==> config.mk <==
export PLATFORM = sky130hd
export DESIGN_NAME = stub_bx_align
export DESIGN_NICKNAME = d
export VERILOG_FILES = /design/src/rtl/stub_pkg.sv /design/src/rtl/stub_ring_entry.sv /design/src/rtl/stub_bx_align.sv
export SDC_FILE = /design/constraint.sdc
export NUM_CORES = 1
export LEC_CHECK = 0
export BUFFER_PORTS_ARGS = -buffer_cell sky130_fd_sc_hd__buf_2
export CORE_MARGIN = 1.5
export CORE_UTILIZATION = 35
export CTS_BUF_LIST = sky130_fd_sc_hd__clkbuf_8
export DETAILED_ROUTE_END_ITERATION = 6
export GPL_TIMING_DRIVEN = 0
export MAX_ROUTING_LAYER = met4
export SLEW_MARGIN = 10
export SYNTH_ARGS = -nofsm -noshare
export SYNTH_HDL_FRONTEND = slang
export SYNTH_SLANG_ARGS = --single-unit
==> constraint.sdc <==
create_clock -name clk -period 15.6 [get_ports clk]
set_clock_uncertainty 0.2 [all_clocks]
set_input_delay 0.78 -clock clk [delete_from_list [all_inputs] [get_ports clk]]
set_output_delay 0.78 -clock clk [all_outputs]
set_load 0.05 [all_outputs]
==> src/rtl/stub_pkg.sv <==
// Shared stub record and widths for the BX alignment buffer and the primitive converter.
package stub_pkg;

  localparam int SEG_CH = 2;
  localparam int BW_WG  = 7;
  localparam int BW_HS  = 8;
  localparam int BXW    = 3;
  localparam int RING   = 1 << BXW;
  localparam int OCC_W  = $clog2(SEG_CH + 1);

  typedef struct packed {
    logic [3:0]       quality;
    logic [BW_WG-1:0] wg;
    logic [BW_HS-1:0] hs;
    logic [3:0]       clctpat;
  } stub_t;

  // Modular BX difference; the wrap falls out of the BXW-bit width.
  function automatic logic [BXW-1:0] bx_sub(input logic [BXW-1:0] a, input logic [BXW-1:0] b);
    return a - b;
  endfunction

endpackage

==> src/rtl/stub_ring_entry.sv <==
// One BX slot of the alignment ring: up to SEG_CH stubs stored in arrival order.
module stub_ring_entry
  import stub_pkg::*;
(
  input  logic                    clk,
  input  logic                    rst,
  input  logic                    push,
  input  logic                    clr,
  input  stub_t                   push_stub,
  output stub_t [SEG_CH-1:0]      recs,
  output logic  [OCC_W-1:0]       occ,
  output logic                    full
);

  assign full = (occ == OCC_W'(SEG_CH));

  // clr wins over push; the top never issues both to the same slot.
  always_ff @(posedge clk or posedge rst) begin
    if (rst) begin
      occ  <= '0;
      recs <= '0;
    end else if (clr) begin
      occ  <= '0;
      recs <= '0;
    end else if (push && !full) begin
      for (int k = 0; k < SEG_CH; k++) begin
        if (OCC_W'(k) == occ) recs[k] <= push_stub;
      end
      occ <= occ + OCC_W'(1);
    end
  end

endmodule

==> src/rtl/stub_bx_align.sv <==
// Per-chamber BX alignment buffer: stubs are held by BX tag and replayed d_eff BX later.
// Optional error counters are enabled with `define STUB_ALIGN_ERRCNT_EN.
module stub_bx_align
  import stub_pkg::*;
(
  input  logic                      clk,
  input  logic                      rst,
  input  logic                      bc0,
  input  logic [BXW-1:0]            delay,
  input  logic                      in_vld,
  input  logic [BXW-1:0]            in_bx,
  input  logic [3:0]                in_quality,
  input  logic [BW_WG-1:0]          in_wg,
  input  logic [BW_HS-1:0]          in_hs,
  input  logic [3:0]                in_clctpat,
  output logic [SEG_CH-1:0]         vpf,
  output logic [4*SEG_CH-1:0]       quality,
  output logic [BW_WG*SEG_CH-1:0]   wiregroup,
  output logic [BW_HS*SEG_CH-1:0]   hstrip,
  output logic [4*SEG_CH-1:0]       clctpat,
  output logic                      late_err,
  output logic                      ovf_err
`ifdef STUB_ALIGN_ERRCNT_EN
  ,
  input  logic                      cnt_clr,
  output logic [15:0]               late_cnt,
  output logic [15:0]               ovf_cnt
`endif
);

  // in_vld qualifies one stub for one cycle. There is no ready: the buffer
  // never back-pressures, it drops late or excess stubs and pulses an error.

  logic [BXW-1:0]       bx_cnt;
  logic [BXW-1:0]       d_eff;
  logic [BXW-1:0]       age;
  logic [BXW-1:0]       rd_idx;
  logic                 is_late;
  logic                 slot_full;
  logic                 is_ovf;
  logic                 do_push;
  stub_t                in_stub;

  stub_t [SEG_CH-1:0]   ent_recs [RING];
  logic  [OCC_W-1:0]    ent_occ  [RING];
  logic  [RING-1:0]     ent_full;
  logic  [RING-1:0]     push_vec;
  logic  [RING-1:0]     clr_vec;

  stub_t [SEG_CH-1:0]   rd_recs;
  logic  [OCC_W-1:0]    rd_occ;

  logic [SEG_CH-1:0]        nxt_vpf;
  logic [4*SEG_CH-1:0]      nxt_quality;
  logic [BW_WG*SEG_CH-1:0]  nxt_wg;
  logic [BW_HS*SEG_CH-1:0]  nxt_hs;
  logic [4*SEG_CH-1:0]      nxt_clctpat;

  assign in_stub   = {in_quality, in_wg, in_hs, in_clctpat};
  assign d_eff     = (delay == '0) ? BXW'(1) : delay;
  assign age       = bx_sub(bx_cnt, in_bx);
  assign rd_idx    = bx_sub(bx_cnt, d_eff);
  assign is_late   = in_vld && (age >= d_eff);
  assign slot_full = ent_full[in_bx];
  assign is_ovf    = in_vld && !is_late && slot_full;
  assign do_push   = in_vld && !is_late && !slot_full;

  always_ff @(posedge clk or posedge rst) begin
    if (rst) bx_cnt <= '0;
    else if (bc0) bx_cnt <= '0;
    else bx_cnt <= bx_cnt + BXW'(1);
  end

  // A stub with in_bx == rd_idx is always late, so push and clear never hit one slot.
  for (genvar i = 0; i < RING; i++) begin : g_ring
    assign push_vec[i] = do_push && (in_bx == BXW'(i));
    assign clr_vec[i]  = (rd_idx == BXW'(i));

    stub_ring_entry u_entry (
      .clk       (clk),
      .rst       (rst),
      .push      (push_vec[i]),
      .clr       (clr_vec[i]),
      .push_stub (in_stub),
      .recs      (ent_recs[i]),
      .occ       (ent_occ[i]),
      .full      (ent_full[i])
    );
  end

  assign rd_recs = ent_recs[rd_idx];
  assign rd_occ  = ent_occ[rd_idx];

  always_comb begin
    nxt_vpf     = '0;
    nxt_quality = '0;
    nxt_wg      = '0;
    nxt_hs      = '0;
    nxt_clctpat = '0;
    for (int k = 0; k < SEG_CH; k++) begin
      if (OCC_W'(k) < rd_occ) begin
        nxt_vpf[k]                  = 1'b1;
        nxt_quality[4*k +: 4]       = rd_recs[k].quality;
        nxt_wg[BW_WG*k +: BW_WG]    = rd_recs[k].wg;
        nxt_hs[BW_HS*k +: BW_HS]    = rd_recs[k].hs;
        nxt_clctpat[4*k +: 4]       = rd_recs[k].clctpat;
      end
    end
  end

  always_ff @(posedge clk or posedge rst) begin
    if (rst) begin
      vpf       <= '0;
      quality   <= '0;
      wiregroup <= '0;
      hstrip    <= '0;
      clctpat   <= '0;
      late_err  <= 1'b0;
      ovf_err   <= 1'b0;
    end else begin
      vpf       <= nxt_vpf;
      quality   <= nxt_quality;
      wiregroup <= nxt_wg;
      hstrip    <= nxt_hs;
      clctpat   <= nxt_clctpat;
      late_err  <= is_late;
      ovf_err   <= is_ovf;
    end
  end

`ifdef STUB_ALIGN_ERRCNT_EN
  // Saturating pulse counters; a clear in the same cycle as a pulse wins.
  always_ff @(posedge clk or posedge rst) begin
    if (rst) begin
      late_cnt <= '0;
      ovf_cnt  <= '0;
    end else if (cnt_clr) begin
      late_cnt <= '0;
      ovf_cnt  <= '0;
    end else begin
      if (late_err && (late_cnt != 16'hFFFF)) late_cnt <= late_cnt + 16'd1;
      if (ovf_err  && (ovf_cnt  != 16'hFFFF)) ovf_cnt  <= ovf_cnt  + 16'd1;
    end
  end
`endif

endmodule

==> impl_metrics.tcl <==
set metrics [dict create \
    post_dp_cell_area_mm2 0.0239 \
    drv_cap 0 \
    core-area_mm2 0.0632 \
    synth.mux.area_fraction_pct 9.79 \
    synth_top_family_by_area "compound AO/OA/AOI/OAI gates" \
    power_per_cell_area_mw_per_mm2 141 \
    fin_tns_setup_ns 0 \
    yosysTopAreaCell "dfrtp_1" \
    die_w_um 256 \
    netlist_instances 2299 \
    wl_per_cell_um 28.7 \
    drt_iter0_markers 3208 \
    cts_tree "yes" \
    pin_count 83 \
    post-route-min-period_ns 4.53 \
    insertion_delay_ns 0.70 \
    synth.distinct_cells 52 \
    utilization_pct 40.5 \
    max_freq_mhz 221 \
    relSlewSlack_pct 20.8 \
    synth_top_area_share_pct 48.8 \
    grt_pass1_wl_um 140000 \
    synthSimpleGateAreaFrac_pct 12.7 \
    hpwlAfterDp_um 69000 \
    netlist_top_cells_count "437 x dfrtp_1, 411 x o21ai_0, 386 x a21oi_1, 331 x nand3_1, 215 x clkbuf_1" \
    h-tree-depth 3 \
    status "finished, final reports clean" \
    final_area_mm2 0.0256 \
    clockBufferDepth 3 \
    hold_path.class "in -> reg" \
    synthFlopType "dfrtp_1" \
    synth_edf_count 0 \
    fillerInstances 6277 \
    grt_pass1_vias 20800 \
    antenna_found_initial 3 \
    floorplan.initialDensity_pct 35.5 \
    finalPower_w 0.00361 \
    track_usage_pct 29.8 \
    crit_arrival_ns 4.95 \
    r2r_start "bx_cnt[0]$_DFF_PP0_" \
    worstSetupPathType "in -> reg" \
    drtPass1Iterations 6 \
    setup.worst_path.end_class "flop" \
    async_reset_ff_share_pct 100 \
    dieArea_mm2 0.0656 \
    netlist_area_mm2 0.0224 \
    irDropWorstVdd_mv 0.0634 \
    hp-start "bc0" \
    synth_seq_area_share_pct 48.8 \
    drcViolationCount 0 \
    critPathRequiredTime_ns 16.02 \
    hold_viol_final 0 \
    drv_slew 0 \
    routed_wl_um 96300 \
    row_count 92 \
    worstMarginPinSlew_ns 1.18 \
    synth_compound_area_share_pct 20.5 \
    setup_violations 0 \
    crit_start "in_bx[1]" \
    clock-root-buffer "clkbuf_8" \
    gp_congestion 0.998 \
    layout-drive-gt1-share_pct 14.7 \
    synth_seq_cells 437 \
    whs_ns 0.0815 \
    path_max_fanout 10 \
    p_leak_nw 10.3 \
    yosys_warnings 0 \
    cts.sinks 437 \
    postRouteAntennaNets 0 \
    die_h_um 256 \
    area_growth_pct 14.2 \
    worstSetupStartpointType "input port" \
    viasPerCell 6.38 \
    clkTransAtPathRegs_ns 0.06 \
    grt_overflow_total 0 \
    cts_made_buffers 80 \
    synthXorXnorAreaFrac_pct 0.229 \
    syn_nets 2363 \
    ctsResizeCount 0 \
    final.period_utilization_pct 29.0 \
    rsz0062_at_grt "false" \
    fin_nets 2509 \
    grt_start_max_net_pins 112 \
    synth_adder_area_share_pct 1.76 \
    netlist_top_cells_area "dfrtp_1 49%, mux4_2 9.6%, o21ai_0 9.2%" \
    synth_most_common_cell "dfrtp_1" \
    port_buffers 59 \
    avgSynthCellArea_um2 9.75 \
    vias 21400 \
]
[flip-flops by register name (all words and copies together), names as in the netlist]
| register | cells |
|---|---|
| g_ring.u_entry.recs | 368 |
| g_ring.u_entry.occ | 16 |
| hstrip | 16 |
| wiregroup | 14 |
| clctpat | 8 |
| quality | 8 |
| bx_cnt | 3 |
| vpf | 2 |
| late_err | 1 |
| ovf_err | 1 |
[through the flow]
step | setup slack, ns | instances
after CTS | 11.28 | 3351
after detailed placement | 10.56 | 3208
after floorplan | 2.45 | 2299
after global placement | -2.62 | 3204
final | 11.07 | 3354
after global routing | 10.93 | 3354
[layout make-up]
type / instances / area [µm²] / share of cell area (%)
antenna: 3 / 7.51 / 0.0293
buffer: 307 / 1280 / 4.99
clock buffer: 106 / 1460 / 5.70
clock inverter: 36 / 221 / 0.865
inverter: 32 / 128 / 0.499
multi-input combinational: 1523 / 10100 / 39.4
sequential: 437 / 10900 / 42.7
tap: 846 / 1060 / 4.14
timing repair buffer: 64 / 415 / 1.62
[report_power, final]
part	internal [W]	switching (W)	leakage [nW]	total, W
combinational	0.000273	0.000824	3.31	0.00110
clock	0.000641	0.000526	0.956	0.00117
sequential	0.00127	0.0000823	6.04	0.00135
total	0.00218	0.00143	10.3	0.00361
[layout by cell type (no fill, tap or decap), types with 10 or more instances in the layout]
| cell | count |
|---|---|
| a211oi_1 | 24 |
| mux4_2 | 96 |
| dfrtp_1 | 437 |
| o21ai_0 | 411 |
| nand4_1 | 105 |
| a22oi_1 | 23 |
| nand3_1 | 331 |
| ha_1 | 30 |
| a21oi_1 | 386 |
| buf_1 | 23 |
| buf_4 | 10 |
| nor2_1 | 11 |
| clkbuf_1 | 215 |
| buf_2 | 116 |
| inv_1 | 54 |
| clkbuf_8 | 106 |
| nor2b_1 | 10 |
[worst paths after layout]
check | slack (ns) | end | depth (start not counted)
min in group asynchronous | 0.35 | g_ring[1].u_entry.recs[7]$_DFFE_PP0P_ | 3
max in group asynchronous | 13.43 | g_ring[6].u_entry.recs[33]$_DFFE_PP0P_ | 5
worst max register to register | 11.15 | g_ring[0].u_entry.recs[21]$_DFFE_PP0P_ | 13
worst max-delay path | 11.07 | g_ring[0].u_entry.recs[21]$_DFFE_PP0P_ | 13
worst min register to register | 0.24 | bx_cnt[0]$_DFF_PP0_ | 1
worst min-delay path | 0.08 | bx_cnt[2]$_DFF_PP0_ | 2
[logic make-up after synthesis]
logic type,Yosys count
AO/OA/AOI/OAI,875
AND/OR/NAND/NOR,513
flip-flops,437
buffers and inverters,339
multiplexers,99
adder cells (fa/ha/maj),31
XOR/XNOR,5
[per-layer routing]
metal	share of wire, %	track usage, %
met5	0	-
met4	6.6	17.9
met1	38	38.5
met2	43	41.9
met3	12	7.61
[worst max-delay path, stage by stage]
cell and delay [ns]:
buf_2 0.10, clkbuf_1 0.30, inv_1 0.16, fa_1 0.45, xnor2_1 0.15, ha_1 0.31
inv_1 0.08, o311ai_4 0.78, buf_4 0.36, buf_4 0.27, clkbuf_1 0.79, o21ai_0 0.21
a21oi_1 0.18
[repair_timing]
action,4_1_cts,5_1_grt
hold buffers,1,0
hold endpoints to repair,1,0
buffers inserted,0,0
Note: power is estimated with default switching activity, not from simulation.
